===== config.mk =====
export PLATFORM = sky130hd
export DESIGN_NAME = sram_axi_slave
export DESIGN_NICKNAME = d
export VERILOG_FILES = /design/src/rtl/sram_axi_slave_pkg.sv /design/src/rtl/sram_axi_slave.sv
export SDC_FILE = /design/constraint.sdc
export NUM_CORES = 1
export LEC_CHECK = 0
export BUFFER_PORTS_ARGS = -buffer_cell sky130_fd_sc_hd__buf_2
export CAP_MARGIN = 20
export CORE_AREA = 2 2 109 111
export DETAILED_ROUTE_END_ITERATION = 6
export DIE_AREA = 0 0 111 113
export PLACE_DENSITY = 0.66
export SYNTH_ARGS = -nofsm -noshare
export SYNTH_HDL_FRONTEND = slang
export SYNTH_SLANG_ARGS = --single-unit

===== constraint.sdc =====
create_clock -name clk -period 1.85 [get_ports clk]
set_input_delay 0.37 -clock clk [delete_from_list [all_inputs] [get_ports clk]]
set_output_delay 0.37 -clock clk [all_outputs]
set_load 0.02 [all_outputs]

===== src/rtl/sram_axi_slave_pkg.sv =====
// Purpose: shared types and constants for the AXI4-to-single-port-SRAM responder.
// Latency: n/a (definitions only).
// Backpressure: n/a (definitions only).
package sram_axi_slave_pkg;

  // AXI field widths that do not depend on the block parameters
  localparam int AXI_LEN_W   = 4;
  localparam int AXI_SIZE_W  = 3;
  localparam int AXI_BURST_W = 2;
  localparam int AXI_RESP_W  = 2;

  // AXI response codes
  localparam logic [AXI_RESP_W-1:0] RESP_OKAY   = 2'b00;
  localparam logic [AXI_RESP_W-1:0] RESP_SLVERR = 2'b10;

  // One transaction in flight: idle, streaming read beats, taking write beats, write response
  typedef enum logic [1:0] {
    SRAM_SLV_IDLE   = 2'd0,
    SRAM_SLV_R_DATA = 2'd1,
    SRAM_SLV_W_DATA = 2'd2,
    SRAM_SLV_W_RESP = 2'd3
  } sram_slv_state_t;

endpackage


===== src/rtl/sram_axi_slave.sv =====
// Purpose: AXI4 responder (INCR bursts 1-16 beats, byte strobes) in front of one single-port word SRAM.
// Latency: first R beat 1 cycle after AR accept, then 1 beat/cycle; W beats accepted every cycle; B the cycle after WLAST.
// Backpressure: RREADY low re-reads the same word so RDATA holds; BVALID holds until BREADY; one transaction at a time.
module sram_axi_slave
  import sram_axi_slave_pkg::*;
#(
  parameter int ID_W    = 8,
  parameter int ADDR_W  = 32,
  parameter int DATA_W  = 32,
  parameter int SRAM_AW = 14
) (
  input  logic                   clk,
  input  logic                   rst,
  // write address
  input  logic [ID_W-1:0]        i_awid,
  input  logic [ADDR_W-1:0]      i_awaddr,
  input  logic [AXI_LEN_W-1:0]   i_awlen,
  input  logic [AXI_SIZE_W-1:0]  i_awsize,
  input  logic [AXI_BURST_W-1:0] i_awburst,
  input  logic                   i_awvalid,
  output logic                   o_awready,
  // write data
  input  logic [DATA_W-1:0]      i_wdata,
  input  logic [DATA_W/8-1:0]    i_wstrb,
  input  logic                   i_wlast,
  input  logic                   i_wvalid,
  output logic                   o_wready,
  // write response
  output logic [ID_W-1:0]        o_bid,
  output logic [AXI_RESP_W-1:0]  o_bresp,
  output logic                   o_bvalid,
  input  logic                   i_bready,
  // read address
  input  logic [ID_W-1:0]        i_arid,
  input  logic [ADDR_W-1:0]      i_araddr,
  input  logic [AXI_LEN_W-1:0]   i_arlen,
  input  logic [AXI_SIZE_W-1:0]  i_arsize,
  input  logic [AXI_BURST_W-1:0] i_arburst,
  input  logic                   i_arvalid,
  output logic                   o_arready,
  // read data
  output logic [ID_W-1:0]        o_rid,
  output logic [DATA_W-1:0]      o_rdata,
  output logic [AXI_RESP_W-1:0]  o_rresp,
  output logic                   o_rlast,
  output logic                   o_rvalid,
  input  logic                   i_rready,
  // SRAM macro
  output logic                   o_sram_ceb,
  output logic [DATA_W/8-1:0]    o_sram_web,
  output logic [SRAM_AW-1:0]     o_sram_a,
  output logic [DATA_W-1:0]      o_sram_di,
  input  logic [DATA_W-1:0]      i_sram_do
);

  sram_slv_state_t          r_state;
  sram_slv_state_t          w_state_nxt;
  logic [ID_W-1:0]          r_id;
  logic [SRAM_AW-1:0]       r_addr;
  logic [AXI_LEN_W-1:0]     r_cnt;
  logic [AXI_LEN_W-1:0]     r_len;
  logic                     r_err;

  logic                     w_aw_hs;
  logic                     w_ar_hs;
  logic                     w_r_hs;
  logic                     w_w_hs;
  logic [SRAM_AW-1:0]       w_aw_idx;
  logic [SRAM_AW-1:0]       w_ar_idx;
  logic                     w_unused;

  // Word index from the byte address; bits above the SRAM range simply wrap
  assign w_aw_idx = i_awaddr[SRAM_AW+1:2];
  assign w_ar_idx = i_araddr[SRAM_AW+1:2];

  // Burst type and size are ignored: every burst is INCR of full words
  assign w_unused = ^{i_awsize, i_awburst, i_arsize, i_arburst,
                      i_awaddr[ADDR_W-1:SRAM_AW+2], i_awaddr[1:0],
                      i_araddr[ADDR_W-1:SRAM_AW+2], i_araddr[1:0]};

  // Next-state decode plus all channel and SRAM outputs for the current state
  always_comb begin
    w_state_nxt = r_state;
    w_aw_hs     = 1'b0;
    w_ar_hs     = 1'b0;
    w_r_hs      = 1'b0;
    w_w_hs      = 1'b0;
    o_awready   = 1'b0;
    o_arready   = 1'b0;
    o_wready    = 1'b0;
    o_bvalid    = 1'b0;
    o_rvalid    = 1'b0;
    o_rlast     = 1'b0;
    o_bid       = r_id;
    o_rid       = r_id;
    o_rdata     = i_sram_do;
    o_rresp     = RESP_OKAY;
    o_bresp     = r_err ? RESP_SLVERR : RESP_OKAY;
    o_sram_ceb  = 1'b1;
    o_sram_web  = '1;
    o_sram_a    = r_addr;
    o_sram_di   = i_wdata;
    case (r_state)
      SRAM_SLV_IDLE: begin
        // write has priority when both address channels are valid
        o_awready = 1'b1;
        o_arready = ~i_awvalid;
        w_aw_hs   = i_awvalid;
        w_ar_hs   = i_arvalid & ~i_awvalid;
        if (w_aw_hs) begin
          w_state_nxt = SRAM_SLV_W_DATA;
        end else if (w_ar_hs) begin
          // launch the first read now so beat 0 is ready next cycle
          o_sram_ceb  = 1'b0;
          o_sram_a    = w_ar_idx;
          w_state_nxt = SRAM_SLV_R_DATA;
        end
      end
      SRAM_SLV_R_DATA: begin
        o_rvalid   = 1'b1;
        o_rlast    = (r_cnt == r_len);
        w_r_hs     = i_rready;
        // re-read the current word under backpressure, prefetch the next on accept
        o_sram_ceb = 1'b0;
        o_sram_a   = i_rready ? r_addr + 1'b1 : r_addr;
        if (i_rready && o_rlast) begin
          w_state_nxt = SRAM_SLV_IDLE;
        end
      end
      SRAM_SLV_W_DATA: begin
        o_wready = 1'b1;
        w_w_hs   = i_wvalid;
        if (i_wvalid) begin
          // an all-zero strobe still consumes the beat but writes nothing
          o_sram_ceb = 1'b0;
          o_sram_web = ~i_wstrb;
          if (i_wlast) begin
            w_state_nxt = SRAM_SLV_W_RESP;
          end
        end
      end
      SRAM_SLV_W_RESP: begin
        o_bvalid = 1'b1;
        if (i_bready) begin
          w_state_nxt = SRAM_SLV_IDLE;
        end
      end
      default: w_state_nxt = SRAM_SLV_IDLE;
    endcase
  end

  // State and transaction context; reset abandons any burst in progress
  always_ff @(posedge clk or posedge rst) begin
    if (rst) begin
      r_state <= SRAM_SLV_IDLE;
      r_id    <= '0;
      r_addr  <= '0;
      r_cnt   <= '0;
      r_len   <= '0;
      r_err   <= 1'b0;
    end else begin
      r_state <= w_state_nxt;
      case (r_state)
        SRAM_SLV_IDLE: begin
          if (w_aw_hs) begin
            r_id   <= i_awid;
            r_addr <= w_aw_idx;
            r_len  <= i_awlen;
            r_cnt  <= '0;
            r_err  <= 1'b0;
          end else if (w_ar_hs) begin
            r_id   <= i_arid;
            r_addr <= w_ar_idx;
            r_len  <= i_arlen;
            r_cnt  <= '0;
          end
        end
        SRAM_SLV_R_DATA: begin
          if (w_r_hs && !o_rlast) begin
            r_addr <= r_addr + 1'b1;
            r_cnt  <= r_cnt + 1'b1;
          end
        end
        SRAM_SLV_W_DATA: begin
          if (w_w_hs) begin
            r_addr <= r_addr + 1'b1;
            r_cnt  <= r_cnt + 1'b1;
            // WLAST ends the burst; a beat count that disagrees with AWLEN is flagged
            if (i_wlast) begin
              r_err <= (r_cnt != r_len);
            end
          end
        end
        default: ;
      endcase
    end
  end

endmodule


---- Word level (Yosys, flattened, before mapping) ----
Cells that the tools add are included.
word-level totals
  output and inout port bits .............. 109
  word-level logic and storage cells ...... 82
  register bits ........................... 33
  input port bits ......................... 174
operators by class
  equal/unequal tests ..................... 14
  mux-type cells .......................... 46
  add/subtract/negate cells ............... 2
  bitwise gates (word level) .............. 3
  reduce and logical (&&, ||, !) cells .... 11
operator list
  kind                     number
  $mux W14                 7
  $pmux W14 S3             1
  $mux W4                  8
  $pmux W14 S2             1
  $mux W1                  16
  $mux W8                  2
  $add A14 B1 Y14 const B  1
  $mux W2                  7
  $ne A2 B2 Y1 const B     7
  $pmux W4 S3              1
  $pmux W2 S4              1
  $reduce_and A4 Y1        2
  $ne A3 B3 Y1 const B     2
  $reduce_and A5 Y1        1
  $add A4 B1 Y4 const B    1
  $eq A2 B2 Y1 const B     2
  $eq A4 B4 Y1             1
  $ne A4 B4 Y1             1
  $not A4 Y4               1
  $reduce_bool A2 Y1       2
  $pmux W1 S3              1
  $reduce_bool A3 Y1       1
  $eq A2 B1 Y1 const B     1
  $logic_and A1 B1 Y1      2
  6 further kinds          6

---- Longest topological paths before layout ----
  word-level depth ........................ 6
  mapped depth ............................ 8
  depth with buffers taken out ............ 6

---- Least setup slack after synthesis ----
Ideal clock, no wire load.
  kind .................................... register to output
  start point ............................. reg r_state[1]
  end point ............................... out o_sram_a[5]
  setup slack ............................. -0.671 ns
  data required time ...................... 1.480 ns
  stages on the path, launching flop included .. 7
  arrival ................................. 2.151 ns
  buffers on the path ..................... 2
  cells stage by stage .................... dfrtp_1 > inv_1 > ha_1 > buf_2 > nand2_1 > clkbuf_1 > o311ai_0
on the way
  word-level cells in the longest chain between the ends .. 2
  elaborated cells between the ends (all ways) .. 3
  those cells by class .................... eq/ne (1); mux (1); reduce/logical (1)
RTL lines
  what                                              line                   text
  start, declared                                   sram_axi_slave.sv:56   sram_slv_state_t r_state;
  start signal, assigned                            sram_axi_slave.sv:162  r_state <= w_state_nxt;
  $eq A2 B1 Y1 or $logic_not A2 Y1 (tied branches)  sram_axi_slave.sv:103  case (r_state)
  $pmux W14 S2 *                                    sram_axi_slave.sv:103
  end, declared                                     sram_axi_slave.sv:51   output logic [SRAM_AW-1:0] o_sram_a,
Every way passes the cells marked *; elsewhere a longest branch is shown, timed or not.

---- Worst setup path in the final report ----
  start point ............................. reg r_state[0]
  end point ............................... out o_sram_a[0]
Same word-level chain as after synthesis.

==> impl_results.html <==
<table>
<tr><th>Metric</th><th>Value</th></tr>
<tr><th colspan="2">Worst setup path</th></tr>
<tr><td>Register-to-register setup slack</td><td>-190 ps</td></tr>
<tr><td>Worst setup path category</td><td>reg -&gt; out</td></tr>
<tr><td>Arrival time reported for the critical path endpoint</td><td>between 1500 and 2000 ps</td></tr>
<tr><td>Critical Path Sink Type</td><td>primary output</td></tr>
<tr><td>Startpoint Class</td><td>flip-flop</td></tr>
<tr><td>Maximum fanout along the worst path</td><td>10</td></tr>
<tr><td>CP Data Required Time</td><td>1480 ps</td></tr>
<tr><th colspan="2">Timing</th></tr>
<tr><td>Final Max Tran Viols</td><td>0</td></tr>
<tr><td>Slew margin rel.</td><td>0.4975</td></tr>
<tr><td>RSZ-0062 raised after global routing</td><td>true</td></tr>
<tr><td>Post-layout worst setup margin</td><td>-432.5 ps</td></tr>
<tr><td>Final worst-path cycle share</td><td>1.234</td></tr>
<tr><td>Transition time at the pin with the least slew margin</td><td>around 750 ps</td></tr>
<tr><td>Peak clock frequency supported by timing</td><td>between 0.4 and 0.5 GHz</td></tr>
<tr><td>Hold violation count in the final report</td><td>0</td></tr>
<tr><td>Setup clock skew after layout</td><td>~2.8 ps</td></tr>
<tr><td>Time the worst path needs with I/O delays and setup</td><td>2282 ps</td></tr>
<tr><td>Final setup violation count</td><td>35</td></tr>
<tr><th colspan="2">Logic synthesis</th></tr>
<tr><td>Post-synthesis register bit count</td><td>33</td></tr>
<tr><td>Sequential area share after synthesis</td><td>0.2530</td></tr>
<tr><td>Top cells by area, synth</td><td>dfrtp_1, buf_4, a22o_1</td></tr>
<tr><td>Netlist cell types</td><td>48</td></tr>
<tr><td>Async S/R FF share, synth</td><td>1.000</td></tr>
<tr><td>Avg Synthesized Cell Area</td><td>8.590 sq um</td></tr>
<tr><td>Biggest area consumer among synthesized cells</td><td>dfrtp_1</td></tr>
<tr><td>Number of enable flip-flop cells after synthesis</td><td>0</td></tr>
<tr><td>Cell count after synthesis</td><td>380</td></tr>
<tr><td>Cell area after synthesis</td><td>between 3000 and 4000 sq um</td></tr>
<tr><td>Total number of yosys warnings</td><td>0</td></tr>
<tr><td>Share of the synthesized area in the top cell type</td><td>0.2530</td></tr>
<tr><td>Most used DFF post-synth</td><td>dfrtp_1</td></tr>
<tr><th colspan="2">Floorplan</th></tr>
<tr><td>Number of I/O pins</td><td>283</td></tr>
<tr><td>Initial Util</td><td>0.2896</td></tr>
<tr><td>Standard cell core area</td><td>11270 sq um</td></tr>
<tr><td>Overall die area</td><td>between 10000 and 15000 sq um</td></tr>
<tr><td>FP Rows</td><td>39</td></tr>
<tr><td>DIE HEIGHT</td><td>~110 microns</td></tr>
<tr><td>Die span in x</td><td>111 microns</td></tr>
<tr><th colspan="2">Global route</th></tr>
<tr><td>Routing usage on met3</td><td>0.03482</td></tr>
<tr><td>Number of antenna violations at the first check in global routing</td><td>0</td></tr>
<tr><td>First-pass GRT wire length</td><td>15.86 mm</td></tr>
<tr><td>Via count of the first global-routing pass</td><td>~3300</td></tr>
<tr><td>Global-route met1 utilization</td><td>0.1827</td></tr>
<tr><td>Peak-usage layer in the global routing report</td><td>met2</td></tr>
<tr><td>Global route total overflow</td><td>0</td></tr>
<tr><td>M2 GR Usage</td><td>0.2798</td></tr>
<tr><td>Global-route usage over all layers</td><td>0.1548</td></tr>
<tr><td>Maximum number of pins on one net before global-route repair</td><td>34</td></tr>
<tr><th colspan="2">Final layout</th></tr>
<tr><td>Total area of multi-input combinational cells</td><td>between 2000 and 2500 sq um</td></tr>
<tr><td>Synth-to-Final Area Change</td><td>46.15%</td></tr>
<tr><td>Final cell count without fillers</td><td>608</td></tr>
<tr><td>Diodes inserted</td><td>0</td></tr>
<tr><td>Number of filler instances in the final layout</td><td>1070</td></tr>
<tr><td>Net total in the final layout</td><td>between 600 and 700</td></tr>
<tr><td>Core Util, Final</td><td>0.4232</td></tr>
<tr><td>Cell area after layout</td><td>about 4800 sq um</td></tr>
<tr><td>Area used by sequential logic in the layout</td><td>slightly above 800 sq um</td></tr>
<tr><td>Fraction of layout cells with a size suffix above 1</td><td>0.6022</td></tr>
<tr><th colspan="2">Routing</th></tr>
<tr><td>Vias post-DR</td><td>roughly 3200</td></tr>
<tr><td>Starting DRT DRC Count</td><td>between 150 and 200</td></tr>
<tr><td>Via-per-instance ratio</td><td>5.332</td></tr>
<tr><td>Total wire length</td><td>roughly 10 mm</td></tr>
<tr><td>DR pass1 iterations</td><td>4</td></tr>
<tr><td>Routed wire per std cell</td><td>around 17 microns</td></tr>
<tr><td>Post-detailed-route count of antenna-violating nets</td><td>0</td></tr>
<tr><td>DRC Markers</td><td>0</td></tr>
<tr><th colspan="2">Clock tree</th></tr>
<tr><td>Clock latency of the later-clocked register in the worst-skew pair</td><td>280 ps</td></tr>
<tr><td>Number of buffers on the longest clock path</td><td>2</td></tr>
<tr><td>Clock transition at the registers of the reported paths</td><td>~50 ps</td></tr>
<tr><td>Number of clock sinks seen by CTS</td><td>33</td></tr>
<tr><td>Maximum level of the CTS H-tree</td><td>2</td></tr>
<tr><td>CTS tree</td><td>built</td></tr>
<tr><td>Number of buffers created by CTS</td><td>5</td></tr>
<tr><td>Master cell of the clock root buffer</td><td>clkbuf_16</td></tr>
<tr><th colspan="2">Pwr</th></tr>
<tr><td>Total power divided by cell area</td><td>about 2200 nW/um^2</td></tr>
<tr><td>Maximum resistive drop on vdd</td><td>1020 uV</td></tr>
<tr><td>Static Leak</td><td>around 0.0022 uW</td></tr>
<tr><th colspan="2">Min path</th></tr>
<tr><td>Hold/Removal Path Class</td><td>in -&gt; async</td></tr>
<tr><th colspan="2">Place</th></tr>
<tr><td>Worst slack at placement</td><td>-191.8 ps</td></tr>
<tr><td>Instance count after placement with tap cells included</td><td>about 590</td></tr>
<tr><td>Global placer's final weighted congestion</td><td>between 0.7 and 0.8</td></tr>
<tr><td># port buffers</td><td>between 100 and 150</td></tr>
<tr><td>Instance area after placement</td><td>a little under 4000 sq um</td></tr>
<tr><td>Post-DP HPWL</td><td>7.250 mm</td></tr>
<tr><th colspan="2">Run status</th></tr>
<tr><td>Status</td><td>finished, violations left</td></tr>
<tr><td>Failing checks</td><td>setup timing</td></tr>
<tr><th colspan="2">Run</th></tr>
<tr><td>Max cap viols</td><td>0</td></tr>
</table>
power by group:
part           internal (uW)  leakage, uW  switching, uW  total [uW]
Clock                    673    0.0000841            321         994
Combinational           3880      0.00168           4160        8040
Sequential              1080     0.000396            281        1360
kinds of logic (layout without fill, tap and decap cells):
| kind of cell | after synthesis | after routing | share of synthesized area |
|---|---|---|---|
| buf+inv | 121 | 204 | 0.2365 |
| compound gates | 118 | 118 | 0.2867 |
| simple gates | 77 | 77 | 0.1215 |
| flops | 33 | 33 | 0.2530 |
| mux | 19 | 19 | 0.06363 |
| fa+ha+maj | 7 | 7 | 0.02683 |
| xor+xnor | 4 | 4 | 0.01073 |
| other cells | 1 | 3 | 0.001149 |
critical path, cell delays in order (launching register included):
cell,delay (ps)
dfrtp_1,410
inv_2,80
ha_4,170
buf_6,110
and3b_2,250
buf_12,150
a221o_1,310
buf_6,140
flip-flops by register name, summed over array words and instances, names as in the netlist:
name,flops
r_err,1
r_state,2
r_addr,14
r_cnt,4
o_bid,8
r_len,4
metrics by stage:
stage | power (uW) | TNS [ps] | hold slack (ps)
after floorplan | 5716 | -1468 | 493.7
after global placement | 7251 | -2961 | 490.5
after detailed placement | 7376 | -3478 | 494.4
after CTS | 9643 | -7129 | 197.5
after global routing | 10970 | -9779 | 215.7
final | 10400 | -7733 | 175.6
layout make-up:
class                           count  share of cell area
Multi-Input combinational cell    228              0.4584
Timing Repair Buffer              182              0.2838
Sequential cell                    33              0.1731
Tap cell                          143             0.03750
Clock buffer                        7             0.02990
Inverter                           14             0.01101
Clock inverter                      1            0.006294
synthesized netlist by cell type, types with 5 or more instances:
library cell	number
buf_2	11
buf_4	79
mux2i_1	5
o22ai_1	9
nor2_1	9
a2bb2oi_1	8
o21ai_0	15
a22o_1	24
a221oi_1	12
nand2_1	31
clkbuf_1	16
mux2_2	14
a31oi_1	7
dfrtp_1	33
ha_1	7
and3_1	8
inv_1	14
o311ai_0	11
nand3_1	10
nand2b_1	5
repair_timing:
| action | 4_1_cts | 5_1_grt |
|---|---|---|
| pin swaps | 26 | 12 |
| resized for setup | 82 | 39 |
| cloned | 3 | 1 |
| setup endpoints to repair | 40 | 40 |
| hold buffers | 0 | 0 |
| setup buffers | 6 | 5 |
routing by layer:
layer	vias to the layer above	part of all wire	routed length (microns)
met5	-	0	0
met3	26	0.072	756
met4	0	0.014	151
li1	1503	-	-
met1	1562	0.40	4146
met2	151	0.52	5418
layout by cell type, fill, tap and decap left out, drive strengths merged, types with 5 or more instances in the layout:
cell type,synthesis,routed
nand2,32,32
nand3,10,10
mux2i,5,5
mux2,14,14
clkbuf,16,9
nor2,9,9
o21ai,15,15
buf,91,180
a2bb2oi,8,8
nand4,5,5
dfrtp,33,33
o311ai,11,11
and3,8,8
nand2b,5,5
a22o,24,24
ha,7,7
inv,14,14
a31oi,7,7
o22ai,9,9
a221oi,12,12
worst paths after layout:
| kind | startpoint | to | cells past startpoint |
|---|---|---|---|
| max in group asynchronous | rst | r_addr[11]$_DFFE_PP0P_ | 3 |
| max | r_state[0]$_DFFE_PP0P_ | o_sram_a[0] | 7 |
| min reg2reg | r_len[1]$_DFFE_PP0P_ | r_len[1]$_DFFE_PP0P_ | 1 |
| min in group clk | i_arid[5] | o_bid[5]$_DFFE_PP0P_ | 3 |
| min | rst | r_err$_DFFE_PP0P_ | 3 |
| max reg2reg | r_state[0]$_DFFE_PP0P_ | r_cnt[0]$_DFFE_PP0P_ | 8 |
No activity file was read; power rests on OpenSTA's default activity.
